**src/rtl/mipi_hs_burst_scheduler_pkg.sv**
```systemverilog
// Shared definitions for the MIPI HS burst scheduler: FSM states, requester
// IDs, lane/word geometry and the burst-length normalisation helper.
package mipi_hs_burst_scheduler_pkg;

    localparam int unsigned NUM_LANES = 4;
    localparam int unsigned WORD_W    = 32;
    localparam int unsigned LANE_W    = WORD_W / NUM_LANES;

    typedef enum logic [1:0] {
        ST_IDLE  = 2'd0,
        ST_BURST = 2'd1,
        ST_GAP   = 2'd2
    } sched_state_t;

    typedef enum logic {
        REQ_VID = 1'b0,
        REQ_CMD = 1'b1
    } req_id_t;

    // A zero-length request still occupies one word slot.
    function automatic logic [31:0] effective_len(input logic [31:0] len);
        return (len == '0) ? 32'd1 : len;
    endfunction

endpackage

```
**src/rtl/mipi_hs_burst_scheduler_arb.sv**
```systemverilog
// Winner select between video and command requesters, with a saturating
// count of consecutive command grants so video cannot be starved.
module mipi_hs_burst_scheduler_arb
    import mipi_hs_burst_scheduler_pkg::*;
#(
    parameter int unsigned STARVE_LIMIT = 4
) (
    input  logic    byte_clk,
    input  logic    reset_n,
    input  logic    vid_req,
    input  logic    cmd_req,
    input  logic    grant,
    output req_id_t winner
);

    localparam logic [7:0] STREAK_LIMIT = 8'(STARVE_LIMIT);

    logic [7:0] cmd_streak;

    // Command wins by default; video wins when alone or when commands have hogged the link.
    always_comb begin
        winner = REQ_CMD;
        if (vid_req && (!cmd_req || (cmd_streak >= STREAK_LIMIT))) begin
            winner = REQ_VID;
        end
    end

    // Track consecutive command grants; a video grant restarts the count.
    always_ff @(posedge byte_clk or negedge reset_n) begin
        if (!reset_n) begin
            cmd_streak <= '0;
        end else if (grant) begin
            if (winner == REQ_VID) begin
                cmd_streak <= '0;
            end else if (cmd_streak != '1) begin
                cmd_streak <= cmd_streak + 8'd1;
            end
        end
    end

endmodule

```
**src/rtl/mipi_hs_burst_scheduler.sv**
```systemverilog
// Shares the 4-lane HS transmit path between video and command requesters.
// Issues exactly len word pops per granted burst, registers hs_en and lane
// bytes towards the LP/HS delay controller, and enforces a minimum hs_en-low
// gap between bursts.
module mipi_hs_burst_scheduler
    import mipi_hs_burst_scheduler_pkg::*;
#(
    parameter int unsigned MIN_LP_GAP   = 16,
    parameter int unsigned STARVE_LIMIT = 4,
    parameter int unsigned LEN_W        = 16
) (
    input  logic              byte_clk,
    input  logic              reset_n,
    input  logic              vid_req,
    input  logic [LEN_W-1:0]  vid_len,
    input  logic [WORD_W-1:0] vid_data,
    output logic              vid_gnt,
    output logic              vid_rd,
    input  logic              cmd_req,
    input  logic [LEN_W-1:0]  cmd_len,
    input  logic [WORD_W-1:0] cmd_data,
    output logic              cmd_gnt,
    output logic              cmd_rd,
    output logic              hs_en,
    output logic [LANE_W-1:0] byte_D3_out,
    output logic [LANE_W-1:0] byte_D2_out,
    output logic [LANE_W-1:0] byte_D1_out,
    output logic [LANE_W-1:0] byte_D0_out,
    output logic              busy
);

    // gap_q counts hs_en-low cycles already guaranteed at the decision edge;
    // GAP_DONE means the next grant may be issued.
    localparam int unsigned      GAP_W    = $clog2(MIN_LP_GAP + 1);
    localparam logic [GAP_W-1:0] GAP_DONE = GAP_W'(MIN_LP_GAP);
    localparam logic [GAP_W-1:0] GAP_LAST = GAP_W'(MIN_LP_GAP - 1);

    sched_state_t      state_q, state_d;
    req_id_t           owner_q, owner_d;
    req_id_t           winner;
    logic [LEN_W-1:0]  rem_q, rem_d;
    logic [GAP_W-1:0]  gap_q, gap_d;
    logic              vid_gnt_d, cmd_gnt_d;
    logic              gap_ok, grant;
    logic [LEN_W-1:0]  len_sel;
    logic [WORD_W-1:0] word_q, word_d;

    assign gap_ok  = (gap_q >= GAP_DONE);
    assign grant   = (state_q == ST_IDLE) && (vid_req || cmd_req) && gap_ok;
    assign len_sel = (winner == REQ_VID) ? vid_len : cmd_len;

    mipi_hs_burst_scheduler_arb #(
        .STARVE_LIMIT (STARVE_LIMIT)
    ) u_arb (
        .byte_clk (byte_clk),
        .reset_n  (reset_n),
        .vid_req  (vid_req),
        .cmd_req  (cmd_req),
        .grant    (grant),
        .winner   (winner)
    );

    // Next-state, length and gap counter logic for IDLE -> BURST -> GAP -> IDLE.
    always_comb begin
        state_d   = state_q;
        owner_d   = owner_q;
        rem_d     = rem_q;
        vid_gnt_d = 1'b0;
        cmd_gnt_d = 1'b0;
        gap_d     = (gap_q < GAP_DONE) ? gap_q + 1'b1 : gap_q;
        case (state_q)
            ST_IDLE: begin
                if (grant) begin
                    owner_d   = winner;
                    rem_d     = LEN_W'(effective_len(32'(len_sel)));
                    vid_gnt_d = (winner == REQ_VID);
                    cmd_gnt_d = (winner == REQ_CMD);
                    state_d   = ST_BURST;
                end
            end
            ST_BURST: begin
                if (rem_q == LEN_W'(1)) begin
                    // hs_en is still high for one more cycle, so the gap count starts at 1.
                    gap_d   = GAP_W'(1);
                    state_d = ST_GAP;
                end else begin
                    rem_d = rem_q - 1'b1;
                end
            end
            ST_GAP: begin
                if (gap_q >= GAP_LAST) begin
                    state_d = ST_IDLE;
                end
            end
            default: state_d = ST_IDLE;
        endcase
    end

    // State, owner, length and gap registers; gap preset to satisfied so the first burst is immediate.
    always_ff @(posedge byte_clk or negedge reset_n) begin
        if (!reset_n) begin
            state_q <= ST_IDLE;
            owner_q <= REQ_VID;
            rem_q   <= '0;
            gap_q   <= GAP_DONE;
            vid_gnt <= 1'b0;
            cmd_gnt <= 1'b0;
        end else begin
            state_q <= state_d;
            owner_q <= owner_d;
            rem_q   <= rem_d;
            gap_q   <= gap_d;
            vid_gnt <= vid_gnt_d;
            cmd_gnt <= cmd_gnt_d;
        end
    end

    assign vid_rd = (state_q == ST_BURST) && (owner_q == REQ_VID);
    assign cmd_rd = (state_q == ST_BURST) && (owner_q == REQ_CMD);
    assign busy   = (state_q != ST_IDLE);

    // Select the word being popped this cycle; zero when no pop.
    always_comb begin
        word_d = '0;
        if (vid_rd) begin
            word_d = vid_data;
        end else if (cmd_rd) begin
            word_d = cmd_data;
        end
    end

    // Registered HS outputs: one cycle behind the pop.
    always_ff @(posedge byte_clk or negedge reset_n) begin
        if (!reset_n) begin
            hs_en  <= 1'b0;
            word_q <= '0;
        end else begin
            hs_en  <= vid_rd || cmd_rd;
            word_q <= word_d;
        end
    end

    assign byte_D3_out = word_q[3*LANE_W +: LANE_W];
    assign byte_D2_out = word_q[2*LANE_W +: LANE_W];
    assign byte_D1_out = word_q[1*LANE_W +: LANE_W];
    assign byte_D0_out = word_q[0*LANE_W +: LANE_W];

endmodule

```
**config.mk**
```make
export PLATFORM = sky130hd
export DESIGN_NAME = mipi_hs_burst_scheduler
export DESIGN_NICKNAME = d
export VERILOG_FILES = /design/src/rtl/mipi_hs_burst_scheduler_pkg.sv /design/src/rtl/mipi_hs_burst_scheduler_arb.sv /design/src/rtl/mipi_hs_burst_scheduler.sv
export SDC_FILE = /design/constraint.sdc
export NUM_CORES = 1
export LEC_CHECK = 0
export ABC_AREA = 1
export BUFFER_PORTS_ARGS = -buffer_cell sky130_fd_sc_hd__buf_2
export CAP_MARGIN = 40
export CORE_UTILIZATION = 36
export DETAILED_ROUTE_END_ITERATION = 16
export SETUP_SLACK_MARGIN = 0.2
export SLEW_MARGIN = 20
export SYNTH_ARGS = -nofsm -noshare
export SYNTH_HDL_FRONTEND = slang
export SYNTH_SLANG_ARGS = --single-unit
export TNS_END_PERCENT = 10
```
**constraint.sdc**
```tcl
create_clock -name byte_clk -period 1.9 [get_ports byte_clk]
set_input_delay 0.475 -clock byte_clk [delete_from_list [all_inputs] [get_ports byte_clk]]
set_output_delay 0.475 -clock byte_clk [all_outputs]
set_load 0.02 [all_outputs]
```
# ---- Yosys cells after proc, flatten, opt, wreduce, memory -nomap -nowiden
# Cells that the tools add are included.
dict set report classes {
  n_addsub 3
  order_cmp 4
  n_eq_ne 8
  n_mux 21
  bitwise 1
  reduce_logical 18
}
# operator n
set ops {}
lappend ops {{16-bit 2-to-1 mux} 4}
lappend ops {{32-bit 2-to-1 mux} 2}
lappend ops {{16-bit one-hot mux with 2 select lines} 1}
lappend ops {{16-bit by 1-bit == test with 1-bit output, second input constant} 1}
lappend ops {{16-bit zero test} 1}
lappend ops {{8-bit 2-to-1 mux} 2}
lappend ops {{16-bit by 1-bit subtractor with 16-bit output, second input constant} 1}
lappend ops {{5-bit 2-to-1 mux} 3}
lappend ops {{8-bit by 1-bit adder with 8-bit output, second input constant} 1}
lappend ops {{8-bit by 3-bit greater-or-equal comparator with 1-bit output, second input constant} 1}
lappend ops {{2-bit != test, second input constant} 4}
lappend ops {{8-bit != test, second input constant} 1}
lappend ops {{2-bit 2-to-1 mux} 3}
lappend ops {{2-bit one-hot mux with 3 select lines} 1}
lappend ops {{3-bit AND reduction} 2}
lappend ops {{2-bit nonzero test} 3}
lappend ops {{5-bit by 1-bit adder with 5-bit output, second input constant} 1}
lappend ops {{5-bit by 4-bit greater-or-equal comparator with 1-bit output, second input constant} 1}
lappend ops {{5-bit greater-or-equal comparator, second input constant} 1}
lappend ops {{1-bit logical AND} 5}
lappend ops {{5-bit less-than comparator, second input constant} 1}
lappend ops {{1-bit 2-to-1 mux} 5}
lappend ops {{2-bit AND reduction} 2}
lappend ops {{1-bit logical OR} 3}
lappend ops {{5 further kinds} 5}
dict set report totals {
  reg_bits 67
  inputBits 100
  output_inout_bits 38
}

# ---- Depth between registers and ports, before layout
# Gate-level depths: netlist of the first run.
dict set report logic_depth {
  depth_word 8
  mapped_depth 15
  mapped_depth_nobuf 15
}

# ---- Modules after synthesis
# From an unflattened synthesis of the first run, not the netlist that was laid out.
dict set report hier_totals {
  cells_unflattened 480
  hier_area_um2 3702.3
}
# mod instances cells_per_inst area_each_um2
set modules_own_cells {}
lappend modules_own_cells {mipi_hs_burst_scheduler 1 388 3093.0}
lappend modules_own_cells {mipi_hs_burst_scheduler_arb 1 92 609.3}

# ---- Worst setup path before layout of the first run
# OpenSTA, ideal clock, no wires.
dict set report synth_path {
  kind {flip-flop to output port}
  from {register state_q[1]}
  to {output port cmd_rd}
  arrival_time_ns 1.194
  required_ns 1.425
  slack_ns 0.231
  stages_incl_launch_ff 5
  path_buffers 1
  cell_sequence {dfrtp_1 > nor2_1 > inv_2 > nor2_1 > buf_2}
}
dict set report synth_via {
  elab_chain_len 2
}
# item line
set synth_lines {}
lappend synth_lines {{start: declaration} mipi_hs_burst_scheduler.sv:38} ;# sched_state_t state_q, state_d;
lappend synth_lines {{start signal: assignment} mipi_hs_burst_scheduler.sv:109} ;# state_q <= state_d;
lappend synth_lines {{2-bit by 1-bit == test with 1-bit output} mipi_hs_burst_scheduler.sv:119} ;# assign cmd_rd = (state_q == ST_BURST) && (owner_q == REQ_CMD);
lappend synth_lines {{1-bit logical AND} mipi_hs_burst_scheduler.sv:119}
lappend synth_lines {{end: declaration} mipi_hs_burst_scheduler.sv:23} ;# output logic cmd_rd,
# No other way between the ends.

# ---- Worst setup path after layout of the first run
# Same ends and word-level chain as after synthesis.

==> results of run 1 <==
-- area by class of cell --
cell class              count  area, µm²
fillers                   926       4520
repair buffers            157        877
inverters                  35        131
multi-input cells         297       1700
well taps                 129        161
clock buffers              10        128
clock inverters             6       90.1
flip-flops and latches     67       1680
-- cells by family after synthesis --
group / after synthesis / share of synthesized area
buf+inv: 51 / 0.0627
xor+xnor: 1 / 0.00252
fa+ha+maj: 5 / 0.0180
compound gates: 95 / 0.179
flops: 67 / 0.483
simple gates: 196 / 0.255
-- layer usage --
layer | track usage | vias up | share of wire
met5 | 0 | - | 0
met1 | 0.246 | 1622 | 0.41
li1 | - | 1711 | -
met2 | 0.354 | 131 | 0.50
met4 | 0.0792 | 0 | 0.027
met3 | 0.0467 | 20 | 0.062
-- metrics by stage --
stage          power [mW]  utilization  area [µm²]  setup slack, ns  hold slack (ns)
6_report             3.69        0.513        4770            0.182            0.115
5_1_grt              3.90        0.513        4770           0.0768            0.139
4_1_cts              3.65        0.496        4600            0.172            0.148
3_5_place_dp         2.32        0.469        4360            0.130            0.516
3_3_place_gp         2.31        0.469        4360            0.157            0.518
2_1_floorplan        2.04            -        3470            0.231            0.179
-- flip-flops by register name (all words and copies together) (netlist names) --
signal	count
cmd_gnt	1
vid_gnt	1
state_q	2
owner_q	1
gap_q	5
word_q	32
u_arb.cmd_streak	8
rem_q	16
hs_en	1
-- cells in the final DEF (no fill, tap or decap), types with 2 or more instances in the layout --
master,n
inv_1,26
o21ai_0,15
bufinv_16,2
a31oi_1,4
o22ai_1,2
nor3_1,4
nand3_1,33
nand2_4,3
o211ai_1,2
nor2_1,38
nor4_1,3
dfrtp_1,63
dfrtp_2,3
o21ai_1,11
ha_1,3
buf_4,17
nand2_1,81
buf_2,135
nor2_4,9
inv_2,8
nand2_2,3
nand3_2,2
a22o_1,32
buf_12,2
nand4_1,5
ha_4,2
clkbuf_8,9
or2_2,3
clkinv_4,2
nor2_2,9
a21oi_1,24
buf_6,3
-- repair_timing --
item	4_1_cts	5_1_grt
hold buffers	0	0
gates resized for setup	8	30
setup endpoints to repair	5	26
buffers inserted	0	8
pin swaps	0	16
-- report_power, final --
group	total, mW	internal [mW]	switching, mW
registers	1.66	1.55	0.118
logic	0.710	0.302	0.409
clock network	1.31	0.741	0.570
-- final timing paths --
kind                                     startpoint                   to  slack, ns  cells past startpoint
worst max-delay path                     state_q[1]               cmd_rd       0.18                      4
worst max register to register            rem_q[10]             gap_q[1]       0.20                      7
max in group asynchronous                   reset_n             gap_q[4]       1.43                      2
worst min register to register  u_arb.cmd_streak[3]  u_arb.cmd_streak[3]       0.50                      1
worst min-delay path                        reset_n                hs_en       0.12                      2
min in group byte_clk                  cmd_data[30]           word_q[30]       0.33                      2
==> results.tsv, run 1 <==
stage	metric	value	unit
die	Die Span X	100	µm
sta	RSZ-0062 raised after global routing	true	
sta	slew margin rel.	0.758	
global_routing	vias in the first global route	3408	
critical_path	crit path cell chain	nor2_2, inv_2, nor2_4, buf_6	
sta	part of the cycle the worst path needs	0.904	
routing	initial DRC count	96	
logic_synthesis	Synth area leader	dfrtp_1	
sta	highest achievable clock rate	582	MHz
job	max-cap viol count	0	
power	PwrDens	773	mW/mm²
clock_tree	Clock Tree Root	clkbuf_8	
clock_tree	clk_lat worst skew	0.35	ns
sta	Period minus WS final	1.72	ns
critical_path	startpoint types	register	
sta	final hold violation count	0	
critical_path	Largest stage delay, worst path	0.41	ns
critical_path	WP data arrival	1.24	ns
logic_synthesis	syn_nets	520	
global_routing	grt total ovfl	0	
placed_design	DP HPWL	7380	µm
logic_synthesis	EDFF count, synth	0	
die	number of placed I/O pins	138	
logic_synthesis	Mapped Area	0.00347	mm²
clock_tree	CTS HTree Levels	3	
critical_path	crit end category	output pin	
outcome	status	finished clean	
routing	Final Routed Wirelength	9900	µm
power	VDD IR max	0.000401	V
routing	remaining antenna violation count	0	
logic_synthesis	ys async rst share	1.00	
sta	skew final	0.0122	ns
placed_design	placed cell count	677	
die	die area	0.0100	mm²
sta	final setup TNS	0	ns
global_routing	largest net degree at the start of global routing	68	
critical_path	cell family with most CP delay	flip-flops	
cells_and_area	Non-Filler Instances	701	
sta	worst-margin pin slew	0.363	ns
die	Initial Util	0.374	
critical_path	Crit-path slowest cell	dfrtp_1	
sta	Final setup viols	0	
clock_tree	clk sinks	67	
logic_synthesis	Yosys top cell area share	0.475	
logic_synthesis	sequential element share of the synthesized area	0.483	
placed_design	final RePlAce weighted congestion	0.832	
placed_design	Port Buf Inserts	137	
critical_path	CP bufs+invs	2	
routing	vias per cell	4.97	
logic_synthesis	top post-synthesis cells by area	dfrtp_1, nand2_1, a22o_1, nor2_1, nand3_1	
power	P_leak	2.44	nW
global_routing	initial antenna violation count	0	
clock_tree	Clock Pin Slew Worst Setup and Hold Paths	0.08	ns
critical_path	CP Class	register to output pin	
routing	drt pass-1 iters	4	
min_path	worst hold path type	input pin to asynchronous set/reset pin	
critical_path	CP required	1.42	ns
routing	DRC viols	0	
cells_and_area	n_diodes	0	
logic_synthesis	synthesis-stage register bit count	67	
die	Die Y	100	µm
clock_tree	total CTS buffers	9	
die	row count	35	
clock_tree	CTS max path bufs	2	
routing	routed len/inst	14.1	µm
global_routing	gr usage total	0.204	
logic_synthesis	Gate Count Post-Synth	415	
logic_synthesis	post-synthesis cell type count	38	
logic_synthesis	count leader, synth	nand2_1	
die	Core Area	0.00928	mm²
critical_path	CP max FO	4	
cells_and_area	area grow syn2layout	37.2	%
cells_and_area	fin nets	672	
logic_synthesis	top cells by count, synth	nand2_1, dfrtp_1, nor2_1	
global_routing	first-pass GRT wire length	15900	µm
cells_and_area	share of cells above drive strength 1	0.383	
clock_tree	CTS tree	yes	
routing	DR vias	3484	
sta	max-slew violations	0	
logic_synthesis	synth warn	0	
logic_synthesis	Top FF cell, synth	dfrtp_1	
logic_synthesis	syn_area_per_cell	8.37	µm²
No activity file was read; power rests on OpenSTA's default activity.
==> run 2: changes to the inputs <==
- clock period: 1.9 -> 1.6 ns (I/O delays scaled with it)
==> results.tsv, run 2 (same netlist as run 1, synthesis figures left out) <==
stage	metric	value	unit
outcome	status	finished with violations	
outcome	failing checks	negative setup slack	
sta	part of the cycle the worst path needs	1.03	
die	Initial Util	0.374	
routing	drt pass-1 iters	4	
sta	Period minus WS final	1.64	ns
cells_and_area	Fillers	855	
global_routing	initial antenna violation count	0	
cells_and_area	commonest non-fill, non-tap cell in the layout	buf_2	
critical_path	CP required	1.88	ns
job	max-cap viol count	0	
sta	RSZ-0062 raised after global routing	true	
die	row count	35	
power	P_leak	2.73	nW
routing	remaining antenna violation count	0	
clock_tree	clk_lat worst skew	0.34	ns
cells_and_area	largest reg by FF count	word_q	
critical_path	WP data arrival	1.93	ns
clock_tree	CTS tree	yes	
clock_tree	Clock Tree Root	clkbuf_8	
routing	Final Routed Wirelength	10700	µm
routing	DR vias	3662	
clock_tree	CTS max path bufs	2	
routing	DRC viols	0	
clock_tree	cts hold-fix bufs	0	
critical_path	CP Class	register to register	
critical_path	CP max FO	15	
placed_design	final RePlAce weighted congestion	0.875	
die	Die Span X	100	µm
min_path	worst hold path type	input pin to asynchronous set/reset pin	
global_routing	largest net degree at the start of global routing	33	
cells_and_area	fin area	0.00539	mm²
cells_and_area	area grow syn2layout	55.2	%
critical_path	startpoint types	register	
placed_design	DP HPWL	7920	µm
placed_design	dpl cell area	0.00474	mm²
clock_tree	Clock Pin Slew Worst Setup and Hold Paths	0.09	ns
cells_and_area	max reg flops	32	
cells_and_area	multi-input logic area	0.00189	mm²
critical_path	CP bufs+invs	2	
global_routing	gr usage total	0.215	
placed_design	Port Buf Inserts	137	
global_routing	first-pass GRT wire length	16800	µm
routing	routed len/inst	14.4	µm
power	PwrDens	905	mW/mm²
critical_path	Largest stage delay, worst path	0.40	ns
placed_design	placed cell count	720	
global_routing	grt total ovfl	0	
routing	initial DRC count	96	
sta	slew margin rel.	0.686	
power	VDD IR max	0.000512	V
cells_and_area	share of cells above drive strength 1	0.493	
sta	skew final	0.0143	ns
cells_and_area	n_diodes	0	
die	Die Y	100	µm
sta	worst-margin pin slew	0.470	ns
clock_tree	clk sinks	67	
die	number of placed I/O pins	138	
clock_tree	CTS HTree Levels	3	
routing	vias per cell	4.90	
cells_and_area	FF+latch area	0.00168	mm²
clock_tree	total CTS buffers	9	
critical_path	cell family with most CP delay	simple AND/OR/NAND/NOR gates	
sta	highest achievable clock rate	608	MHz
cells_and_area	top flop regs	word_q: 32 flops, rem_q: 16 flops, u_arb.cmd_streak: 8 flops	
critical_path	cell repeated most along the worst path	nand2_1	
die	die area	0.0100	mm²
cells_and_area	Non-Filler Instances	748	
sta	PnR worst setup slack	-0.0441	ns
global_routing	vias in the first global route	3643	
die	Core Area	0.00928	mm²
placed_design	pre-CTS WS	-0.122	ns
sta	final hold violation count	0	
sta	max-slew violations	0	
cells_and_area	fin nets	720	
sta	final setup TNS	-0.154	ns
sta	Final setup viols	6	
critical_path	crit path cell chain	clkinv_1, nand2_1, nor2_2, nand2_4, buf_12, nand3_1, nand2_1, nor2_1, nand2_1, nor2_1, nand2_1, nand2_1, nand2_1, nand2_1	
cells_and_area	most frequent cells in the layout	buf_2, nand2_1, dfrtp_1	
critical_path	crit end category	register	
critical_path	Crit-path slowest cell	dfrtp_1	
## run 2: cell count changes in the layout (fill, tap and decap cells not counted), moves of 7 or more
cell	delta
buf_4	+38
o21ai_2	+8
nand3_2	+7
nand3_1	-8
o21ai_0	-11
## run 2: report_power, final
| part | leakage (nW) | switching (mW) | internal, mW |
|---|---|---|---|
| clock network | 0.115 | 0.696 | 1.03 |
| registers | 0.769 | 0.0997 | 1.83 |
| logic | 1.85 | 0.630 | 0.586 |
| total | 2.73 | 1.43 | 3.45 |
## run 2: through the flow
stage | power (mW) | hold WS [ns] | utilization
2_1_floorplan | 2.43 | 0.104 | -
3_3_place_gp | 2.94 | 0.379 | 0.510
3_5_place_dp | 2.96 | 0.377 | 0.510
4_1_cts | 4.76 | 0.00150 | 0.558
5_1_grt | 5.12 | 0.00671 | 0.581
6_report | 4.88 | 0.00343 | 0.581
## run 2: layout make-up
class | instances | share of cell area
clock inverter | 6 | 0.0213
multi-input combinational | 298 | 0.351
clock buffer | 9 | 0.0230
timing repair buffer | 204 | 0.239
tap | 129 | 0.0299
inverter | 35 | 0.0248
sequential | 67 | 0.311
## run 2: final timing paths
| check | from | endpoint | slack (ns) | cells after the start |
|---|---|---|---|---|
| worst max-delay path | u_arb.cmd_streak[4] | rem_q[0] | -0.04 | 14 |
| min in group byte_clk | cmd_data[18] | word_q[18] | 0.28 | 2 |
| worst max register to register | u_arb.cmd_streak[4] | rem_q[0] | -0.04 | 14 |
| max in group asynchronous | reset_n | word_q[27] | 1.05 | 2 |
| worst min-delay path | reset_n | rem_q[2] | 0.003 | 1 |
| worst min register to register | u_arb.cmd_streak[4] | u_arb.cmd_streak[4] | 0.55 | 2 |
## run 2: metal layers
layer	global-route usage	wire length, µm	vias to the layer above
li1	-	-	1810
met1	0.248	4390	1700
met2	0.388	5540	137
met3	0.0564	611	15
met4	0.0691	196	0
met5	0	0	-
## run 2: timing repair
item | in CTS | in global routing
buffers inserted | 3 | 9
resized for setup | 56 | 36
pin swaps | 32 | 25
endpoints found under the setup margin | 33 | 67
hold endpoints to repair | 0 | 0
gates cloned | 0 | 1
==> run 3: changes to the inputs <==
--- a/config.mk
+++ b/config.mk
@@ -9,3 +9,3 @@
 export BUFFER_PORTS_ARGS = -buffer_cell sky130_fd_sc_hd__buf_2
-export CAP_MARGIN = 40
+export CAP_MARGIN = 20
 export CORE_UTILIZATION = 36
==> constraint.sdc (replaced) <==
create_clock -name byte_clk -period 1.6 [get_ports byte_clk]
set_input_delay 0.32 -clock byte_clk [delete_from_list [all_inputs] [get_ports byte_clk]]
set_output_delay 0.32 -clock byte_clk [all_outputs]
set_load 0.02 [all_outputs]
==> results.tsv, run 3 (same netlist as run 1, synthesis figures left out) <==
stage	metric	value	unit
clock_tree	CTS HTree Levels	3	
global_routing	grt met1 use	0.243	
clock_tree	Clock Tree Root	clkbuf_8	
die	Initial Util	0.374	
critical_path	crit path cell chain	buf_6, ha_4, nand2_4, nor4_4, nor2_1, nor2_2, buf_6, buf_4, o31ai_1	
routing	drt pass-1 iters	4	
critical_path	cell repeated most along the worst path	buf_6	
routing	routed len/inst	14.1	µm
critical_path	cell family with most CP delay	simple AND/OR/NAND/NOR gates	
cells_and_area	Fillers	856	
sta	highest achievable clock rate	599	MHz
job	max-cap viol count	0	
routing	Final Routed Wirelength	10800	µm
outcome	status	finished with violations	
global_routing	GRT met3 Usage	0.0627	
sta	final setup TNS	-0.314	ns
sta	part of the cycle the worst path needs	1.04	
routing	remaining antenna violation count	0	
sta	Final setup viols	10	
critical_path	WP data arrival	1.90	ns
routing	DRC viols	0	
clock_tree	CTS tree	yes	
placed_design	dpl cell area	0.00470	mm²
clock_tree	clk_lat worst skew	0.34	ns
routing	initial DRC count	74	
critical_path	CP required	1.83	ns
clock_tree	Clock Pin Slew Worst Setup and Hold Paths	0.08	ns
sta	RSZ-0062 raised after global routing	true	
cells_and_area	fin area	0.00551	mm²
sta	Period minus WS final	1.67	ns
power	total power draw	4.84	mW
cells_and_area	area grow syn2layout	58.6	%
outcome	failing checks	negative setup slack	
routing	DR vias	3741	
cells_and_area	share of cells above drive strength 1	0.504	
cells_and_area	largest reg by FF count	word_q	
cells_and_area	n_diodes	0	
die	Die Y	100	µm
clock_tree	total CTS buffers	9	
critical_path	CP Class	register to register	
power	P_leak	2.82	nW
global_routing	grt total ovfl	0	
cells_and_area	fin nets	733	
global_routing	vias in the first global route	3661	
critical_path	CP max FO	6	
global_routing	largest net degree at the start of global routing	55	
critical_path	startpoint types	register	
clock_tree	CTS max path bufs	2	
global_routing	global routing's busiest layer	met2	
die	number of placed I/O pins	138	
sta	max-slew violations	0	
placed_design	final RePlAce weighted congestion	0.872	
clock_tree	clk sinks	67	
cells_and_area	top flop regs	word_q: 32 flops, rem_q: 16 flops, u_arb.cmd_streak: 8 flops	
global_routing	initial antenna violation count	0	
die	Core Area	0.00928	mm²
cells_and_area	most frequent cells in the layout	buf_2, nand2_1, buf_4	
global_routing	gr usage total	0.215	
die	die area	0.0100	mm²
critical_path	Crit-path slowest cell	dfrtp_1	
routing	vias per cell	4.91	
placed_design	DP HPWL	7810	µm
sta	final hold violation count	0	
min_path	worst hold path type	input pin to register	
power	PwrDens	879	mW/mm²
critical_path	CP bufs+invs	3	
critical_path	crit end category	register	
critical_path	Largest stage delay, worst path	0.41	ns
cells_and_area	max reg flops	32	
die	row count	35	
sta	slew margin rel.	0.801	
global_routing	grt met2 use	0.391	
sta	skew final	0.00760	ns
sta	hold_ws	0.184	ns
global_routing	first-pass GRT wire length	16700	µm
power	VDD IR max	0.000509	V
sta	worst-margin pin slew	0.296	ns
placed_design	Port Buf Inserts	137	
cells_and_area	commonest non-fill, non-tap cell in the layout	buf_2	
die	Die Span X	100	µm
sta	PnR worst setup slack	-0.0700	ns
run 3: worst paths after layout:
| path | end | start | slack, ns | cells past startpoint |
|---|---|---|---|---|
| min in group asynchronous | cmd_gnt | reset_n | 0.50 | 3 |
| max in group asynchronous | gap_q[4] | reset_n | 0.79 | 3 |
| worst min-delay path | word_q[10] | cmd_data[10] | 0.18 | 2 |
| worst max-delay path | rem_q[3] | rem_q[0] | -0.07 | 9 |
| worst min register to register | gap_q[0] | gap_q[0] | 0.58 | 2 |
| worst max register to register | rem_q[3] | rem_q[0] | -0.07 | 9 |
run 3: metrics by stage:
stage          std cells  setup slack [ns]  utilization
6_report             762           -0.0700        0.593
2_1_floorplan        415            0.0403            -
5_1_grt              762            -0.147        0.593
4_1_cts              748           -0.0510        0.560
3_3_place_gp         718           -0.0345        0.506
3_5_place_dp         718            -0.103        0.506
run 3: per-layer routing:
metal / share of wire / vias to the layer above
met4: 0.016 / 0
li1: - / 1833
met1: 0.40 / 1761
met3: 0.067 / 16
met2: 0.52 / 131
met5: 0 / -
run 3: cell type report:
class                           count  area [µm²]  area share
Timing Repair Buffer              218        1410       0.256
Clock buffer                       11         151      0.0275
Clock inverter                      5         108      0.0195
Inverter                           35         134      0.0243
Tap cell                          129         161      0.0293
Sequential cell                    67        1680       0.305
Multi-Input combinational cell    297        1870       0.339
run 3: power breakdown:
part           switching (mW)  total (mW)  leakage (nW)  internal [mW]
Combinational           0.585        1.10          1.92          0.517
Clock                   0.682        1.81         0.130           1.13
Sequential             0.0949        1.93         0.768           1.84
run 3: repair_timing:
action | CTS | global route
setup buffers | 12 | 14
endpoints found under the hold margin | 66 | 0
endpoints found under the setup margin | 35 | 58
hold buffers | 1 | 0
resized for setup | 35 | 64
gates cloned | 1 | 0
pin swaps | 25 | 37
